**src/rtl/arb_pkg.sv**
```systemverilog
// Shared helpers for the round-robin mux arbiter: select-width computation and one-hot decode.
// Select-width and one-hot helpers are identical in both builds (see MUX_ARB_FIXED_PRIO_EN in mux_rr_arbiter).
package arb_pkg;

    localparam int MAX_NREQ = 32;

    function automatic int calc_sw(input int n);
        return (n > 1) ? $clog2(n) : 1;
    endfunction

    function automatic logic [MAX_NREQ-1:0] onehot(input logic [4:0] idx);
        return MAX_NREQ'(1) << idx;
    endfunction

endpackage

```
**src/rtl/rr_pick.sv**
```systemverilog
// Combinational picker: rotate requests by ptr, priority-encode lowest index, un-rotate.
// With MUX_ARB_FIXED_PRIO_EN defined it is a plain lowest-index priority encoder.
module rr_pick #(
    parameter int NREQ = 8,
    parameter int SW   = 3
) (
    input  logic [NREQ-1:0] req,
    input  logic [SW-1:0]   ptr,
    output logic [SW-1:0]   sel,
    output logic            any
);

    logic [NREQ-1:0] rot;
    logic [SW-1:0]   idx;

`ifdef MUX_ARB_FIXED_PRIO_EN
    logic unused_ptr;
    assign unused_ptr = ^ptr;
    assign rot        = req;
`else
    // NREQ is a power of two, so SW-bit addition wraps modulo NREQ.
    always_comb begin
        rot = '0;
        for (int i = 0; i < NREQ; i++) begin
            rot[i] = req[SW'(i) + ptr];
        end
    end
`endif

    always_comb begin
        idx = '0;
        for (int i = NREQ - 1; i >= 0; i--) begin
            if (rot[i]) begin
                idx = SW'(i);
            end
        end
    end

`ifdef MUX_ARB_FIXED_PRIO_EN
    assign sel = idx;
`else
    assign sel = idx + ptr;
`endif

    assign any = |req;

endmodule

```
**src/rtl/mux_rr_arbiter.sv**
```systemverilog
// Round-robin sequencer owning the shared N-to-1 mux select, with a one-entry valid/ready output buffer.
// Build option: define MUX_ARB_FIXED_PRIO_EN for fixed lowest-index priority (no pointer register).
module mux_rr_arbiter
    import arb_pkg::*;
#(
    parameter int  NREQ = 8,
    parameter int  W    = 32,
    localparam int SW   = calc_sw(NREQ)
) (
    input  logic              clk,
    input  logic              rst,
    input  logic [NREQ-1:0]   req_valid,
    input  logic [NREQ*W-1:0] req_data,
    output logic [NREQ-1:0]   req_ready,
    output logic              out_valid,
    output logic [W-1:0]      out_data,
    output logic [SW-1:0]     out_src,
    input  logic              out_ready
);

    logic          full_q, full_d;
    logic [W-1:0]  data_q, data_d;
    logic [SW-1:0] src_q,  src_d;
    logic [SW-1:0] ptr;
    logic [SW-1:0] sel;
    logic          any;
    logic          can_load;
    logic          accept;

    logic [W-1:0] words [NREQ];

    for (genvar g = 0; g < NREQ; g++) begin : g_words
        assign words[g] = req_data[g*W +: W];
    end

    rr_pick #(
        .NREQ (NREQ),
        .SW   (SW)
    ) u_pick (
        .req (req_valid),
        .ptr (ptr),
        .sel (sel),
        .any (any)
    );

    assign can_load = !full_q || out_ready;

`ifdef MUX_ARB_FIXED_PRIO_EN
    assign ptr = '0;
`else
    logic [SW-1:0] ptr_q, ptr_d;
    assign ptr = ptr_q;

    // Pointer moves only on accept, to the slot just past the winner.
    always_comb begin
        ptr_d = ptr_q;
        if (accept) begin
            ptr_d = sel + SW'(1);
        end
    end

    always_ff @(posedge clk) begin
        if (rst) begin
            ptr_q <= '0;
        end else begin
            ptr_q <= ptr_d;
        end
    end
`endif

    always_comb begin
        full_d    = full_q;
        data_d    = data_q;
        src_d     = src_q;
        req_ready = '0;
        if (any && can_load && !rst) begin
            req_ready = NREQ'(onehot(5'(sel)));
        end
        accept = |(req_valid & req_ready);
        if (accept) begin
            full_d = 1'b1;
            data_d = words[sel];
            src_d  = sel;
        end else if (full_q && out_ready) begin
            full_d = 1'b0;
        end
    end

    always_ff @(posedge clk) begin
        if (rst) begin
            full_q <= 1'b0;
            data_q <= '0;
            src_q  <= '0;
        end else begin
            full_q <= full_d;
            data_q <= data_d;
            src_q  <= src_d;
        end
    end

    assign out_valid = full_q;
    assign out_data  = data_q;
    assign out_src   = src_q;

endmodule

```
**config.mk**
```make
export PLATFORM = sky130hd
export DESIGN_NAME = mux_rr_arbiter
export DESIGN_NICKNAME = d
export VERILOG_FILES = /design/src/rtl/arb_pkg.sv /design/src/rtl/rr_pick.sv /design/src/rtl/mux_rr_arbiter.sv
export SDC_FILE = /design/constraint.sdc
export NUM_CORES = 1
export LEC_CHECK = 0
export CORE_AREA = 2 2 120 122
export CTS_BUF_LIST = sky130_fd_sc_hd__clkbuf_16
export DETAILED_ROUTE_END_ITERATION = 8
export DIE_AREA = 0 0 122 124
export GPL_TIMING_DRIVEN = 0
export PLACE_DENSITY_LB_ADDON = 0.25
export SKIP_CTS_REPAIR_TIMING = 1
export SLEW_MARGIN = 10
export SYNTH_ARGS = -nofsm -noshare
export SYNTH_HDL_FRONTEND = slang
export SYNTH_SLANG_ARGS = --single-unit
```
**constraint.sdc**
```tcl
create_clock -name clk -period 17.8 [get_ports clk]
set_input_delay 1.78 -clock clk [delete_from_list [all_inputs] [get_ports clk]]
set_output_delay 1.78 -clock clk [all_outputs]
set_load 0.005 [all_outputs]
```
# Word level (Yosys, flattened, before mapping)

Index checks and enable logic that the tools add are counted.

Register bits: 39
Input port bits: 267
Output and inout bits: 44
Logic and storage cells: 64

Add/sub/neg operators: 9
$lt $le $gt $ge: 9
Shift-type cells: 1
Muxes and demuxes: 30
Bitwise logic cells: 2
Reductions and logical operators: 9

Operator list:

| kind                  | count |
|---|---|
| $bmux W32 S3          | 1 |
| $mux W32              | 2 |
| $lt A3 B4 Y1 const B  | 8 |
| $bmux W1 S3           | 8 |
| $mux W3               | 8 |
| $reduce_or A8 Y1      | 2 |
| $add A3 B3 Y3 const A | 4 |
| $mux W1               | 10 |
| $and A8 B8 Y8         | 1 |
| $mux W8               | 1 |
| $shl A1 B3 Y8 const A | 1 |
| $add A2 B3 Y3 const A | 2 |
| $ge A4 B4 Y1 const B  | 1 |
| $not A3 Y4            | 1 |
| $add A1 B3 Y3 const A | 1 |
| $add A3 B1 Y3 const B | 1 |
| $add A3 B3 Y3         | 1 |
| $logic_and A1 B1 Y1   | 3 |
| $logic_not A1 Y1      | 2 |
| $reduce_bool A2 Y1    | 1 |
| $logic_or A1 B1 Y1    | 1 |

# Longest topological paths before layout

Depth in word-level cells: 17
Mapped depth: 33
Gate-level depth less buffers: 27

# Hierarchy

A second synthesis with hierarchy kept.

Cell total of the unflattened synthesis: 335
Area, all modules: 4229.1 sq um

By module, submodules not included:

| module         | instances | cells each | area each (sq um) | seq. area each (sq um) |
|---|---|---|---|---|
| mux_rr_arbiter | 1         | 266        | 3570.9            | 780.7 |
| rr_pick        | 1         | 69         | 658.1             | 0.0 |

# Least setup slack after synthesis

OpenSTA, ideal clock, no wires.

Kind: input port to output port
From: input port req_valid[1]
To: output port req_ready[7]
Arrival time: 5.003 ns
Required time: 16.020 ns
Setup slack: 11.017 ns
Stages on the path: 20
Path buffers: 1
Cells stage by stage: mux4_2 mux2i_1 inv_1 nor2_1 o221ai_1 a21boi_0 o221a_2 ha_1 inv_1 fa_1 inv_1 nand2_1 nor3_1 o211ai_1 and4_4 nand2_2 inv_2 buf_4 ha_1 and2_1

Cells in the longest elaborated chain, start to end: 13
Elaborated cells between the ends (all ways): 30
Classes of those cells: add/sub (1); shift (1); mux (25); reduce/logical (3)

Ends and longest elaborated chain:

| what                          | line                 | text |
|---|---|---|
| start: declaration            | mux_rr_arbiter.sv:12 | `input logic [NREQ-1:0] req_valid,` |
| $bmux W1 S3                   | rr_pick.sv:25        | `rot[i] = req[SW'(i) + ptr];` |
| $mux W1 (not written as such) | rr_pick.sv:25        |  |
| $mux W3 (8 in a row)          | rr_pick.sv:33        | `if (rot[i]) begin` |
| $add A3 B3 Y3                 | rr_pick.sv:42        | `assign sel = idx + ptr;` |
| $shl A1 B3 Y8                 | arb_pkg.sv:12        | `return MAX_NREQ'(1) << idx;` |
| $mux W8 *                     | mux_rr_arbiter.sv:76 | `if (any && can_load && !rst) begin` |
| end: declaration              | mux_rr_arbiter.sv:14 | `output logic [NREQ-1:0] req_ready,` |

Every way passes the cells marked *; elsewhere a longest branch is shown, timed or not. The select of a mux whose other input is x is not followed.

# Worst setup path after layout

From: input port req_valid[0]
To: output port req_ready[7]

The elaborated chain is that of the path after synthesis.

==> flow_metrics.env <==
export IMPL_status="finished, final reports clean"
export IMPL_r2r_start="ptr[0]"
export IMPL_post_place_ws_ps=9380
export IMPL_worstRegToRegCells=28
export IMPL_drt_first_iter_violations=335
export IMPL_drv_cap=0
export IMPL_critPathLaunchType="input port"
export IMPL_htreeDepth=2
export IMPL_timing_final_ws_setup_ps=9340
export IMPL_wl_microns=20800
export IMPL_clkSinkCount=39
export IMPL_cts_made_buffers=5
export IMPL_hold_path_cell_count=2
export IMPL_fin_area_sq_um=7790
export IMPL_postLayoutCoreUtil_pct=56.8
export IMPL_antenna_found_initial=2
export IMPL_rsz0062_at_grt="no"
export IMPL_cts_root_buf="clkbuf_16"
export IMPL_total_power_mw=1.57
export IMPL_finalSetupViolCount=0
export IMPL_gp_congestion=0.876
export IMPL_slew_viol_final=0
export IMPL_crit_type="input port to output pin"
export IMPL_wire_per_inst_microns=22.9
export IMPL_synth_fa_ha_area_share_pct=1.63
export IMPL_synth_fp_nets=681
export IMPL_cp_end_kind="output pin"
export IMPL_drc=0
export IMPL_initial_utilization_pct=31.3
export IMPL_nNetsFinal=998
export IMPL_drive_gt1_share_pct=16.8
export IMPL_hold_path_class="flop to flop"
export IMPL_dpl_cell_area_sq_um=7620
export IMPL_cts_buffer_depth=2
export IMPL_ys_ff_latch=39
export IMPL_tightest_slew_ps=1330
export IMPL_fin_skew_ps=8.59
export IMPL_powerDensity_nw_per_um2=201
export IMPL_cts_clk_slew_worst_paths_ps=70
export IMPL_reg2reg_slack_ps=10310
export IMPL_yosys_area_top_type="mux4_2"
export IMPL_grt_max_degree=14
export IMPL_synthXorXnorAreaFrac_pct=0.787
export IMPL_whs_endpoint="out_src[0]"
export IMPL_first_pass_iters=5
export IMPL_synthDistinctLibCells=49
export IMPL_grt_pass1_wl_microns=30000
export IMPL_antenna_left=0
export IMPL_fp_dieH_microns=124
export IMPL_final_cells=909
export IMPL_area_delta_synth_final_pct=81.6
export IMPL_grt_pass1_vias=5294
export IMPL_grt_usage_pct=26.5
export IMPL_synth_simple_gate_area_share_pct=10.1
export IMPL_finalSetupTns_ps=0
export IMPL_synth_area_sq_um=4290
export IMPL_path_max_fanout=10
export IMPL_synth_flop_cell="dfxtp_1"
export IMPL_clk_latency_ps=290
export IMPL_p_leak_nw=2.67
export IMPL_worstPathArrival_ps=6680
export IMPL_synth_async_reset_ratio_pct=0
export IMPL_reg2reg_to="out_data[18]"
export IMPL_synth_edf_count=0
export IMPL_synth_compound_area_share_pct=21.2
export IMPL_pin_count=311
export IMPL_fp_dieW_microns=122
export IMPL_cts_tree="yes"
export IMPL_dpl_hpwl_microns=17200
export IMPL_synth_top_family_by_area="multiplexers"
export IMPL_min_from="out_src[0]"
export IMPL_finalHoldViolCount=0
export IMPL_core_area_sq_um=13700
export IMPL_synthTopCellsByArea="mux4_2 (38%), dfxtp_1 (18%), o21ai_0 (7.9%), a211oi_2 (5.0%), nor3_1 (4.3%)"
export IMPL_hold_ws_ps=479
export IMPL_vias=5085
export IMPL_finalCritPeriodShare_pct=47.5
export IMPL_yosysWarnings=0
export IMPL_min_period_ps=8460
export IMPL_vias_per_cell=5.59
export IMPL_syn_inst=409
export IMPL_placement_io_buffers=310
export IMPL_grt_overflow=0
export IMPL_synthMuxAreaShare_pct=42.5
export IMPL_required_ps=16020
export IMPL_synth_top_area_share_pct=37.8
export IMPL_die_area_sq_um=15100
export IMPL_ys_seq_area_share_pct=18.2
export IMPL_syn_avg_cell_area_sq_um=10.5
export IMPL_slew_headroom_pct=11.1
export IMPL_ir_drop_mv=0.112
export IMPL_dp_cells=899
export IMPL_fmax_ghz=0.118
export IMPL_num_rows=43
export IMPL_fillers=1224
cells by family after synthesis:
| family | count (synthesis) |
|---|---|
| AOI/OAI and AO/OA | 134 |
| muxes | 91 |
| and+or+nand+nor | 83 |
| buffers and inverters | 54 |
| DFF | 39 |
| adders and majority gates | 5 |
| xor gates and xnor gates | 3 |
report_power, final:
group / internal, mW / switching (mW)
Clock: 0.0662 / 0.0396
Sequential: 0.115 / 0.0149
Combinational: 0.644 / 0.685
per-layer routing:
layer / wire, microns / global-route usage [%]
met3: 1540 / 6.23
met5: 0 / 0
met2: 10900 / 46.6
met4: 463 / 8.26
met1: 7950 / 32.3
cells in the mapped netlist, types with 2 or more instances:
cell type	n
buf_4	5
o21ai_1	3
o221ai_1	3
inv_1	8
o221a_2	2
o21ai_0	68
mux2_2	2
xor2_1	2
nor2_1	8
nor4_1	4
nand3_1	6
a211oi_1	17
a21oi_1	9
o22ai_1	2
nor3_1	37
dfxtp_1	39
nand4_1	2
mux4_2	72
buf_6	2
a31oi_1	2
buf_2	5
mux2_4	2
clkbuf_1	33
o311a_1	2
a211oi_2	17
and2_1	3
ha_1	4
o2111ai_1	2
nand2_1	14
mux2i_1	15
worst max path at each step:
stage / start / end / slack, ps / depth (start not counted)
4_1_cts: req_valid[1] / req_ready[3] / 9350 / 20
2_1_floorplan: req_valid[1] / req_ready[7] / 11020 / 20
5_1_grt: req_valid[5] / req_ready[3] / 8950 / 20
3_3_place_gp: req_valid[0] / req_ready[7] / 9490 / 22
3_5_place_dp: req_valid[1] / req_ready[3] / 9380 / 20
6_report: req_valid[0] / req_ready[7] / 9340 / 22
flip-flops by register name (all words and copies together), names as in the netlist:
register / cells
out_valid: 1
out_data: 32
ptr: 3
out_src: 3
critical path, stage by stage:
cell	delay, ps
clkdlybuf4s50_1	560
mux4_2	550
mux2i_1	250
inv_1	120
nor2_1	130
o221ai_1	120
a21boi_0	210
o221a_2	210
ha_1	130
inv_1	50
fa_1	430
inv_1	170
nand2_1	130
nor3_1	160
o211ai_1	150
and4_4	240
nand2_2	180
inv_2	140
buf_4	200
ha_1	210
and2_1	130
clkdlybuf4s50_1	440
cells in the final DEF (no fill, tap or decap), types with 14 or more instances in the layout:
master           instances
a211oi_2                17
a211oi_1                17
mux4_2                  72
nor3_1                  37
clkbuf_1                33
clkdlybuf4s50_1        310
mux2i_1                 15
nand2_1                 14
dfxtp_1                 39
o21ai_0                 68
cell type report:
type                    instances  area [sq um]  share of cell area [%]
multi-input cells             316          3270                    41.9
repair buffers                310          3100                    39.8
flip-flops and latches         39           781                    10.0
well taps                     180           225                    2.89
plain buffers                  45           209                    2.68
clock buffers                   5           125                    1.61
clock inverters                 3          43.8                   0.562
inverters                       9          33.8                   0.433
diodes                          2          5.00                  0.0642
Note: power is estimated with default switching activity, not from simulation.
